--- src/rtl/llh_sweep_pkg.sv ---
// Shared types for the low-low-high sweep sequencer: controller states,
// step-counter width and the operating-point table entry.
package llh_sweep_pkg;

    localparam int STEP_W = 16;
    localparam int LLH_VW = 11;

    typedef enum logic [2:0] {
        IDLE    = 3'd0,
        APPLY   = 3'd1,
        RSTHOLD = 3'd2,
        SETTLE  = 3'd3,
        SAMPLE  = 3'd4,
        EMIT    = 3'd5
    } state_t;

    typedef struct packed {
        logic [LLH_VW-1:0] vref;
        logic [LLH_VW-1:0] vreg;
    } tbl_entry_t;

endpackage

--- src/rtl/llh_sweep_sequencer_if.sv ---
// Result channel of the sweep sequencer: valid/ready handshake carrying
// point index, captured evaluator output and step count.
interface llh_sweep_sequencer_if #(
    parameter int AW = 3,
    parameter int OW = 9
);
    logic                            res_valid;
    logic                            res_ready;
    logic [AW-1:0]                   res_idx;
    logic [OW-1:0]                   res_value;
    logic [llh_sweep_pkg::STEP_W-1:0] res_steps;

    modport master (
        output res_valid,
        output res_idx,
        output res_value,
        output res_steps,
        input  res_ready
    );

    modport slave (
        input  res_valid,
        input  res_idx,
        input  res_value,
        input  res_steps,
        output res_ready
    );
endinterface

--- src/rtl/llh_sweep_table.sv ---
// Operating-point register file: one synchronous write port, one
// asynchronous read port. Contents survive reset on purpose.
module llh_sweep_table
    import llh_sweep_pkg::*;
#(
    parameter int NPTS = 8
) (
    input  logic                    clk,
    input  logic                    we,
    input  logic [$clog2(NPTS)-1:0] waddr,
    input  tbl_entry_t              wdata,
    input  logic [$clog2(NPTS)-1:0] raddr,
    output tbl_entry_t              rdata
);

    tbl_entry_t mem_r [NPTS];

    // table write port
    always_ff @(posedge clk) begin
        if (we) begin
            mem_r[waddr] <= wdata;
        end
    end

    assign rdata = mem_r[raddr];

endmodule

--- src/rtl/llh_sweep_sequencer.sv ---
// Sweeps one evaluator over a programmed (VREF, VREG) table and returns one
// result per point. Optional early settle: LLH_SWEEP_EARLY_SETTLE_EN. VW must equal LLH_VW.
module llh_sweep_sequencer
    import llh_sweep_pkg::*;
#(
    parameter int NPTS         = 8,
    parameter int VW           = LLH_VW,
    parameter int OW           = 9,
    parameter int RST_CYCLES   = 4,
    parameter int SETTLE_STEPS = 1024,
    parameter int STABLE_CNT   = 16
) (
    input  logic                    clk,
    input  logic                    reset_n,
    input  logic                    cfg_we,
    input  logic [$clog2(NPTS)-1:0] cfg_addr,
    input  logic [VW-1:0]           cfg_vref,
    input  logic [VW-1:0]           cfg_vreg,
    input  logic [$clog2(NPTS):0]   cfg_npts,
    input  logic                    start,
    output logic                    busy,
    output logic [VW-1:0]           eval_vref,
    output logic [VW-1:0]           eval_vreg,
    output logic                    eval_reset,
    output logic                    eval_step,
    input  logic [OW-1:0]           eval_out,
    llh_sweep_sequencer_if.master   res,
    output logic                    done
);

    localparam int AW = $clog2(NPTS);
    localparam logic [AW:0]       NPTS_L   = (AW+1)'(NPTS);
    localparam logic [STEP_W-1:0] SETTLE_L = STEP_W'(SETTLE_STEPS);
    localparam logic [STEP_W-1:0] RST_L    = STEP_W'(RST_CYCLES);

    state_t            state_r;
    logic [AW-1:0]     idx_r;
    logic [AW:0]       npts_r;
    logic [STEP_W-1:0] step_cnt_r;
    logic [STEP_W-1:0] rst_cnt_r;
    logic              busy_r;
    logic [VW-1:0]     eval_vref_r;
    logic [VW-1:0]     eval_vreg_r;
    logic              eval_reset_r;
    logic              eval_step_r;
    logic              res_valid_r;
    logic [AW-1:0]     res_idx_r;
    logic [OW-1:0]     res_value_r;
    logic [STEP_W-1:0] res_steps_r;
    logic              done_r;

    tbl_entry_t        tbl_wdata_s;
    tbl_entry_t        tbl_rdata_s;
    logic              tbl_we_s;
    logic              start_ok_s;
    logic              last_pt_s;
    logic [STEP_W-1:0] step_nx_s;
    logic              settle_exit_s;

    assign tbl_we_s    = cfg_we & ~busy_r;
    assign tbl_wdata_s = '{vref: cfg_vref, vreg: cfg_vreg};
    assign start_ok_s  = (cfg_npts != (AW+1)'(0)) && (cfg_npts <= NPTS_L);
    assign last_pt_s   = ({1'b0, idx_r} == (npts_r - (AW+1)'(1)));
    assign step_nx_s   = step_cnt_r + 16'd1;

    llh_sweep_table #(.NPTS(NPTS)) u_table (
        .clk   (clk),
        .we    (tbl_we_s),
        .waddr (cfg_addr),
        .wdata (tbl_wdata_s),
        .raddr (idx_r),
        .rdata (tbl_rdata_s)
    );

`ifdef LLH_SWEEP_EARLY_SETTLE_EN
    logic [OW-1:0]     prev_out_r;
    logic [STEP_W-1:0] stable_cnt_r;
    logic [STEP_W-1:0] stable_nx_s;

    // stability run length; the first step has no predecessor to compare with
    always_comb begin
        stable_nx_s = 16'd0;
        if (step_cnt_r == 16'd0) begin
            stable_nx_s = 16'd0;
        end else if (eval_out == prev_out_r) begin
            stable_nx_s = stable_cnt_r + 16'd1;
        end else begin
            stable_nx_s = 16'd0;
        end
        settle_exit_s = (step_nx_s == SETTLE_L) || (stable_nx_s == STEP_W'(STABLE_CNT));
    end

    // previous-sample register and run counter, live only while settling
    always_ff @(posedge clk) begin
        if (!reset_n) begin
            prev_out_r   <= {OW{1'b0}};
            stable_cnt_r <= 16'd0;
        end else if (state_r == SETTLE) begin
            prev_out_r   <= eval_out;
            stable_cnt_r <= stable_nx_s;
        end else begin
            prev_out_r   <= prev_out_r;
            stable_cnt_r <= 16'd0;
        end
    end
`else
    // fixed-length settle
    always_comb begin
        settle_exit_s = (step_nx_s == SETTLE_L);
    end
`endif

    // sweep controller with registered outputs
    always_ff @(posedge clk) begin
        if (!reset_n) begin
            state_r      <= IDLE;
            idx_r        <= {AW{1'b0}};
            npts_r       <= {(AW+1){1'b0}};
            step_cnt_r   <= 16'd0;
            rst_cnt_r    <= 16'd0;
            busy_r       <= 1'b0;
            eval_vref_r  <= {VW{1'b0}};
            eval_vreg_r  <= {VW{1'b0}};
            eval_reset_r <= 1'b1;
            eval_step_r  <= 1'b0;
            res_valid_r  <= 1'b0;
            res_idx_r    <= {AW{1'b0}};
            res_value_r  <= {OW{1'b0}};
            res_steps_r  <= 16'd0;
            done_r       <= 1'b0;
        end else begin
            done_r <= 1'b0;
            case (state_r)
                IDLE: begin
                    eval_reset_r <= 1'b1;
                    eval_step_r  <= 1'b0;
                    if (start && start_ok_s) begin
                        npts_r  <= cfg_npts;
                        idx_r   <= {AW{1'b0}};
                        busy_r  <= 1'b1;
                        state_r <= APPLY;
                    end
                end
                APPLY: begin
                    eval_vref_r  <= tbl_rdata_s.vref;
                    eval_vreg_r  <= tbl_rdata_s.vreg;
                    eval_reset_r <= 1'b1;
                    rst_cnt_r    <= 16'd0;
                    state_r      <= RSTHOLD;
                end
                RSTHOLD: begin
                    if (rst_cnt_r == RST_L - 16'd1) begin
                        eval_reset_r <= 1'b0;
                        eval_step_r  <= 1'b1;
                        step_cnt_r   <= 16'd0;
                        state_r      <= SETTLE;
                    end else begin
                        rst_cnt_r <= rst_cnt_r + 16'd1;
                    end
                end
                SETTLE: begin
                    step_cnt_r <= step_nx_s;
                    if (settle_exit_s) begin
                        eval_step_r <= 1'b0;
                        state_r     <= SAMPLE;
                    end
                end
                SAMPLE: begin
                    res_value_r <= eval_out;
                    res_idx_r   <= idx_r;
                    res_steps_r <= step_cnt_r;
                    res_valid_r <= 1'b1;
                    state_r     <= EMIT;
                end
                EMIT: begin
                    if (res.res_ready) begin
                        res_valid_r  <= 1'b0;
                        eval_reset_r <= 1'b1;
                        if (last_pt_s) begin
                            done_r  <= 1'b1;
                            busy_r  <= 1'b0;
                            state_r <= IDLE;
                        end else begin
                            idx_r   <= idx_r + AW'(1);
                            state_r <= APPLY;
                        end
                    end
                end
                default: begin
                    state_r      <= IDLE;
                    busy_r       <= 1'b0;
                    eval_reset_r <= 1'b1;
                    eval_step_r  <= 1'b0;
                    res_valid_r  <= 1'b0;
                end
            endcase
        end
    end

    assign busy          = busy_r;
    assign eval_vref     = eval_vref_r;
    assign eval_vreg     = eval_vreg_r;
    assign eval_reset    = eval_reset_r;
    assign eval_step     = eval_step_r;
    assign done          = done_r;
    assign res.res_valid = res_valid_r;
    assign res.res_idx   = res_idx_r;
    assign res.res_value = res_value_r;
    assign res.res_steps = res_steps_r;

endmodule

--- src/flat_wrapper.sv ---
// flat-port wrapper written by rule: the top's interface ports become plain ports
module llh_sweep_sequencer_flat import llh_sweep_pkg::*;
#(
    parameter int NPTS         = 8,
    parameter int VW           = LLH_VW,
    parameter int OW           = 9,
    parameter int RST_CYCLES   = 4,
    parameter int SETTLE_STEPS = 1024,
    parameter int STABLE_CNT   = 16
)
  (clk, reset_n, cfg_we, cfg_addr, cfg_vref, cfg_vreg, cfg_npts, start, busy, eval_vref, eval_vreg, eval_reset, eval_step, eval_out, done, res_res_valid, res_res_idx, res_res_value, res_res_steps, res_res_ready);
  llh_sweep_sequencer_if #(.AW(3), .OW(OW)) res_i ();
  input  logic clk;
  input  logic reset_n;
  input  logic cfg_we;
  input  logic [$clog2(NPTS)-1:0] cfg_addr;
  input  logic [VW-1:0] cfg_vref;
  input  logic [VW-1:0] cfg_vreg;
  input  logic [$clog2(NPTS):0] cfg_npts;
  input  logic start;
  output logic busy;
  output logic [VW-1:0] eval_vref;
  output logic [VW-1:0] eval_vreg;
  output logic eval_reset;
  output logic eval_step;
  input  logic [OW-1:0] eval_out;
  output logic done;
  output wire logic [$bits(res_i.res_valid)-1:0] res_res_valid;
  output wire logic [$bits(res_i.res_idx)-1:0] res_res_idx;
  output wire logic [$bits(res_i.res_value)-1:0] res_res_value;
  output wire logic [$bits(res_i.res_steps)-1:0] res_res_steps;
  input wire logic [$bits(res_i.res_ready)-1:0] res_res_ready;
  assign res_res_valid = res_i.res_valid;
  assign res_res_idx = res_i.res_idx;
  assign res_res_value = res_i.res_value;
  assign res_res_steps = res_i.res_steps;
  assign res_i.res_ready = res_res_ready;
  llh_sweep_sequencer #(.NPTS(NPTS), .VW(VW), .OW(OW), .RST_CYCLES(RST_CYCLES), .SETTLE_STEPS(SETTLE_STEPS), .STABLE_CNT(STABLE_CNT)) u_core (.clk(clk), .reset_n(reset_n), .cfg_we(cfg_we), .cfg_addr(cfg_addr), .cfg_vref(cfg_vref), .cfg_vreg(cfg_vreg), .cfg_npts(cfg_npts), .start(start), .busy(busy), .eval_vref(eval_vref), .eval_vreg(eval_vreg), .eval_reset(eval_reset), .eval_step(eval_step), .eval_out(eval_out), .res(res_i), .done(done));
endmodule
--- config.mk ---
export PLATFORM = sky130hd
export DESIGN_NAME = llh_sweep_sequencer_flat
export DESIGN_NICKNAME = d
export VERILOG_FILES = /design/src/rtl/llh_sweep_pkg.sv /design/src/rtl/llh_sweep_sequencer_if.sv /design/src/rtl/llh_sweep_table.sv /design/src/rtl/llh_sweep_sequencer.sv /design/src/flat_wrapper.sv
export SDC_FILE = /design/constraint.sdc
export NUM_CORES = 1
export LEC_CHECK = 0
export CAP_MARGIN = 20
export CORE_MARGIN = 1
export CORE_UTILIZATION = 41
export DETAILED_ROUTE_END_ITERATION = 10
export PLACE_DENSITY_LB_ADDON = 0.3
export SLEW_MARGIN = 25
export SYNTH_ARGS = -nofsm -noshare
export SYNTH_HDL_FRONTEND = slang
export SYNTH_SLANG_ARGS = --single-unit
--- constraint.sdc ---
create_clock -name clk -period 9.6 [get_ports clk]
set_input_delay 2.4 -clock clk [delete_from_list [all_inputs] [get_ports clk]]
set_output_delay 2.4 -clock clk [all_outputs]
set_load 0.01 [all_outputs]
## Word level (Yosys, flattened, before mapping)

Memories as Yosys holds them, arrays and structs flattened. A register that Yosys moved wholly into a read port is not among the register bits.
Cells that the tools add are included.

- Flip-flop bits (word level): 75
- Memory bits (writable): 176
- Output and inout bits: 55
- Logic and storage cells: 91
- Memories kept: 1

Memory list:

| name | depth | width | rd ports | clocked after memory_dff | wr ports | RTL line | RTL |
|---|---|---|---|---|---|---|---|
| u_core.u_table.mem_r | 8 | 22 | 1 | 1 | 1 | llh_sweep_table.sv:16 | `tbl_entry_t mem_r [NPTS];` |

- $add $sub $neg: 4
- Magnitude comparators: 1
- Equality and inequality tests: 15
- Multiplexer cells: 29
- Bitwise gates (word level): 6
- Reduce and logical (&&, ||, !) cells: 22

Operators by type and width:

| kind | number |
|---|---|
| case mux 16 bit (2 select lines) | 2 |
| adder 16 x 1 -> 16 bit (second input constant) | 2 |
| 2-to-1 mux 16 bit | 2 |
| 2-to-1 mux 3 bit | 7 |
| case mux 3 bit (6 select lines) | 1 |
| == test 16 x 11 -> 1 bit (second input constant) | 1 |
| == test 16 x 2 -> 1 bit (second input constant) | 1 |
| 2-to-1 mux 1 bit | 12 |
| case mux 1 bit (3 select lines) | 4 |
| AND reduction 4 bit | 3 |
| AND reduction 3 bit | 3 |
| != test 2 x 1 -> 1 bit (second input constant) | 4 |
| AND reduction 2 bit | 4 |
| OR reduction 4 bit | 2 |
| == test 3 x 2 -> 1 bit (second input constant) | 2 |
| == test 3 bit (second input constant) | 2 |
| != test 2 bit (second input constant) | 3 |
| case mux 3 bit (2 select lines) | 1 |
| nonzero test 2 bit | 3 |
| inverter 1 bit | 5 |
| == test 3 x 4 -> 1 bit | 1 |
| less-or-equal comparator 4 bit (second input constant) | 1 |
| nonzero test 4 bit | 1 |
| subtractor 4 x 1 -> 4 bit (second input constant) | 1 |
| 8 further kinds | 9 |

## Logic depth before layout (Yosys ltp)

- Word-level depth: 5
- Gate-level depth with buffers: 10
- Gate-level depth less buffers: 7

## Cells and area by module

Synthesis repeated with hierarchy kept, for this count alone.

- Cell total of the unflattened synthesis: 821
- Area, all modules: 11244.5 um^2

By module, submodules not included:

| module | instances | cells an instance | area each (um^2) | seq. area each (um^2) |
|---|---|---|---|---|
| llh_sweep_table | 1 | 267 | 6809.0 | 5285.1 |
| llh_sweep_sequencer | 1 | 554 | 4435.5 | 1941.9 |

## Worst setup path after synthesis

No wires, ideal clock.

- Path kind: input to register
- From: input cfg_addr[0]
- To: memory u_core.u_table.mem_r[2][0] in the netlist's numbering (enable)
- Data arrival time: 4.655 ns
- Required time: 9.141 ns
- Setup slack: 4.486 ns
- Stages on the path: 1
- Buffers on the path: 0
- Cell sequence: nor4_1

RTL lines:

| item | RTL line | RTL |
|---|---|---|
| start: declaration | flat_wrapper.sv:16 | `input logic [$clog2(NPTS)-1:0] cfg_addr;` |
| end: declaration | llh_sweep_table.sv:16 |  |

Straight into the memory's write port.

## Worst setup path after layout

- From: input cfg_npts[3]
- To: register u_core.idx_r[2]

- Longest elaborated chain between the ends: 5
- Elaborated cells on any way between the ends: 6
- Classes of those cells: 1 x order compare; 1 x eq/ne; 4 x reduce/logical

RTL lines:

| item | RTL line | RTL |
|---|---|---|
| start: declaration | flat_wrapper.sv:19 | `input logic [$clog2(NPTS):0] cfg_npts;` |
| less-or-equal comparator 4 bit / nonzero test 4 bit (equally long branches) | llh_sweep_sequencer.sv:62 | `assign start_ok_s = (cfg_npts != (AW+1)'(0)) && (cfg_npts <= NPTS_L);` |
| logical AND 1 bit (*) | llh_sweep_sequencer.sv:62 |  |
| logical AND 1 bit (*) | llh_sweep_sequencer.sv:137 | `if (start && start_ok_s) begin` |
| != test 2 x 1 -> 1 bit (no source line) (*) | - |  |
| AND reduction 4 bit (no source line) (*) | - |  |
| end signal: assignment | llh_sweep_sequencer.sv:117 | `idx_r <= {AW{1'b0}};` |
| end signal: assignment | llh_sweep_sequencer.sv:139 | `idx_r <= {AW{1'b0}};` |
| end signal: assignment | llh_sweep_sequencer.sv:184 | `idx_r <= idx_r + AW'(1);` |
| end: declaration | llh_sweep_sequencer.sv:37 | `logic [AW-1:0] idx_r;` |

Every way passes the cells marked *; elsewhere a longest branch is shown, timed or not.
A chain may end at the register's enable or synchronous reset.

==> impl_metrics.csv <==
group,metric,value,unit
outcome,status,"complete, no violations",
critical_path,slowest_stage,"or4_2",
route,wl_per_cell,17.4,µm
synth,yosys-mux-area-fraction,11.3,%
timing,post-route-period-util,42.3,%
route,drt-initial-drc-count,336,
route,route.detailed.drc,0,
placement,dp_hpwl,12900,µm
timing,setup_viol,0,
power_and_ir_drop,p_leak,4.48,nW
timing,fin_tns_setup,0,ns
placement,gp_congestion,0.816,
timing,rsz0062_at_grt,"no",
critical_path,crit_chain,"clkdlybuf4s50_1 > or4_2 > nand3_1 > or4_1 > a221oi_2 > xor2_1 > and3_1",
critical_path,startpoint,"cfg_npts[3]",
synth,synth_ff_type,"edfxtp_1",
critical_path,cp.depth,7,
critical_path,crit_path_max_incr_delay,0.66,ns
grt,grt_pass1_wl,35800,µm
synth,synth.largest_area_cell,"edfxtp_1",
finish,drive_above_1_share,12.4,%
timing,relSlewSlack,43.1,%
power_and_ir_drop,power_density,185,mW/mm²
synth,syn-instance-count,828,
route,routed_wirelength,22200,µm
floorplanning,die_area,0.0281,mm²
finish,final_common_cell,"edfxtp_1",
critical_path,arrival,4.50,ns
worst_hold_path,hp-class,"reg2reg",
grt,grt_use_total,16.1,%
synth,synth_simple_gate_area_share,11.5,%
timing,slew_viol_final,0,
clock_network,cts_htree_levels,1,
synth,synth_top_area_share,47.1,%
critical_path,path_buf_inv,1,
floorplanning,core_area,0.0269,mm²
clock_network,clk_latency,0.54,ns
grt,grt_antenna_before_repair,1,
finish,final_util,50.0,%
critical_path,path_class,"in2reg",
clock_network,postCtsHoldBufs,0,
synth,synthAdderAreaFrac,0.557,%
synth,ys.warnings.count,0,
critical_path,path_delay_family,"simple AND/OR/NAND/NOR gates",
timing,hold_viol,0,
critical_path,reg2reg_depth,7,
route,firstDrtPassIters,5,
synth,netlist_area,0.0112,mm²
synth,synth-compound-area-share,7.73,%
timing,worst_slew_pin_slew,0.848,ns
synth,avgSynthCellArea,13.6,µm²
grt,grt_overflow,0,
finish,most-common-layout-cells,"176 x edfxtp_1, 110 x nand2_1, 96 x clkdlybuf4s50_1, 95 x dfxtp_1, 44 x mux4_2",
critical_path,reg2reg_to,"u_core.step_cnt_r[2]$_SDFFE_PN0P_",
floorplanning,chipHeight,168,µm
power_and_ir_drop,irDropWorstVdd,0.175,mV
timing,fmax,0.246,GHz
route,vias,6784,
critical_path,r2r_start,"u_core.rst_cnt_r[0]$_SDFFE_PN0P_",
synth,synth_edf_count,176,
critical_path,crit_fanout,10,
synth,synth_xor_area_share,1.79,%
synth,ys_ff_latch,273,
critical_path,endpoint,"u_core.idx_r[2]$_SDFFE_PN0P_",
finish,area_delta_synth_final,19.7,%
timing,final.setup_skew,0.0149,ns
synth,yosysUniqueCellTypes,58,
clock_network,clk_pin_slew_worst_paths,0.06,ns
critical_path,crit_required,10.03,ns
job,drv_cap,0,
synth,synth_nets,876,
clock_network,clockRootBuffer,"clkbuf_16",
floorplanning,io_pins,98,
clock_network,post_cts_buffers,0,
grt,grt_start_max_net_pins,86,
synth,netlist_top_cells_area,"edfxtp_1 47%, dfxtp_1 17%, mux4_2 8.8%, nand2_1 3.7%, mux2i_1 2.5%",
floorplanning,core.rowCount,60,
placement,io_buffer_count,97,
route,vias_per_cell,5.31,
timing,min_period,4.06,ns
synth,synth_top_family_by_area,"simple AND/OR/NAND/NOR gates",
clock_network,clk_path_buf_depth,3,
route,ant_nets,0,
floorplanning,initial_core_util,41.8,%
clock_network,cts_inserted_buffers,29,
critical_path,critPathLaunchType,"input pin",
clock_network,postCtsResizedCells,0,
floorplanning,die_w,168,µm
clock_network,cts_num_sinks,273,
synth,synthArstFlopShare,0,%
finish,nNetsFinal,963,
clock_network,cts_tree,"yes",
critical_path,r2r_slack,7.12,ns
synth,ys_seq_area_share,64.3,%
critical_path,endpoint_kind,"flop",
grt,grt_pass1_vias,6787,
[synth_stat cells (all sizes together) (10+ instances only)]
cell and instances:
xor2 10, a21oi 20, nand2 111, mux2i 28, and2 10, dfxtp 97
a21boi 34, xnor2 13, mux4 44, edfxtp 176, buf 25, clkbuf 28
nand4 18, nor4 10, nor2b 13, nor2 41, nand3 14, o211a 22
inv 14, o21ai 26, nor3 16
[through the flow]
| step | cell area [µm²] | hold WS (ns) | worst slack [ns] | total power, mW | instances |
|---|---|---|---|---|---|
| after floorplan | 11200 | 0.451 | 4.49 | 1.38 | 828 |
| after global placement | 12500 | 0.453 | 5.00 | 1.44 | 1224 |
| after detailed placement | 12500 | 0.458 | 4.96 | 1.44 | 1224 |
| after CTS | 13400 | 0.466 | 5.52 | 2.51 | 1275 |
| after global routing | 13400 | 0.482 | 5.43 | 2.57 | 1276 |
| final | 13400 | 0.461 | 5.54 | 2.48 | 1277 |
[how the worst min path moves through the flow]
stage / from / end / slack, ns / depth (start not counted)
final: u_core.res.res_steps[8]$_SDFFE_PN0P_ / u_core.res.res_steps[8]$_SDFFE_PN0P_ / 0.46 / 2
after global routing: u_core.res.res_value[8]$_SDFFE_PN0P_ / u_core.res.res_value[8]$_SDFFE_PN0P_ / 0.48 / 2
after CTS: u_core.res.res_value[8]$_SDFFE_PN0P_ / u_core.res.res_value[8]$_SDFFE_PN0P_ / 0.47 / 2
after detailed placement: u_core.res.res_value[8]$_SDFFE_PN0P_ / u_core.res.res_value[8]$_SDFFE_PN0P_ / 0.46 / 2
after global placement: u_core.res.res_value[2]$_SDFFE_PN0P_ / u_core.res.res_value[2]$_SDFFE_PN0P_ / 0.45 / 2
after floorplan: u_core.step_cnt_r[13]$_SDFFE_PN0P_ / u_core.res.res_steps[13]$_SDFFE_PN0P_ / 0.45 / 2
[state kept, by name, summed over array words and instances, names as in the netlist]
name,flops
u_core.eval_reset,1
u_core.res.res_value,9
u_core.eval_vref,11
u_core.eval_step,1
u_core.rst_cnt_r,16
u_core.busy,1
u_core.idx_r,3
u_core.done,1
u_core.step_cnt_r,16
u_core.res.res_steps,16
u_core.state_r,3
u_core.u_table.mem_r,176
u_core.npts_r,4
u_core.eval_vreg,11
u_core.res.res_idx,3
u_core.res.res_valid,1
[final cells by class]
class	count	area, µm²
diodes	1	2.50
clock buffers	37	766
clock inverters	14	144
fillers	2340	13400
inverters	14	52.6
multi-input cells	487	3740
flip-flops and latches	273	7230
well taps	341	427
repair buffers	110	1080
[tightest hold or removal path, delay by kind of cell (launching register included)]
family | cells | cell delay [ns]
AOI/OAI and AO/OA | 1 | 0.06
and+or+nand+nor | 1 | 0.04
DFF | 1 | 0.31
[report_power, final]
part	switching (mW)	internal [mW]	total (mW)
Combinational	0.0668	0.0581	0.125
Clock	0.428	0.639	1.07
Sequential	0.0134	1.28	1.29
Total	0.508	1.97	2.48
[per-layer routing]
metal	GRT usage, %	up-vias	share of wire (%)
met2	27.8	138	49
met5	0	-	0
li1	-	3270	-
met1	20.7	3335	45
met3	2.79	41	4.3
met4	4.63	0	2.2
[cell families (layout without fill, tap and decap cells)]
group / after synthesis / after routing
buf+inv: 68 / 175
compound gates: 123 / 123
other cells: 0 / 1
flops: 273 / 273
mux: 72 / 72
simple gates: 264 / 264
xor+xnor: 23 / 23
fa+ha+maj: 5 / 5
No activity file was read; power rests on OpenSTA's default activity.
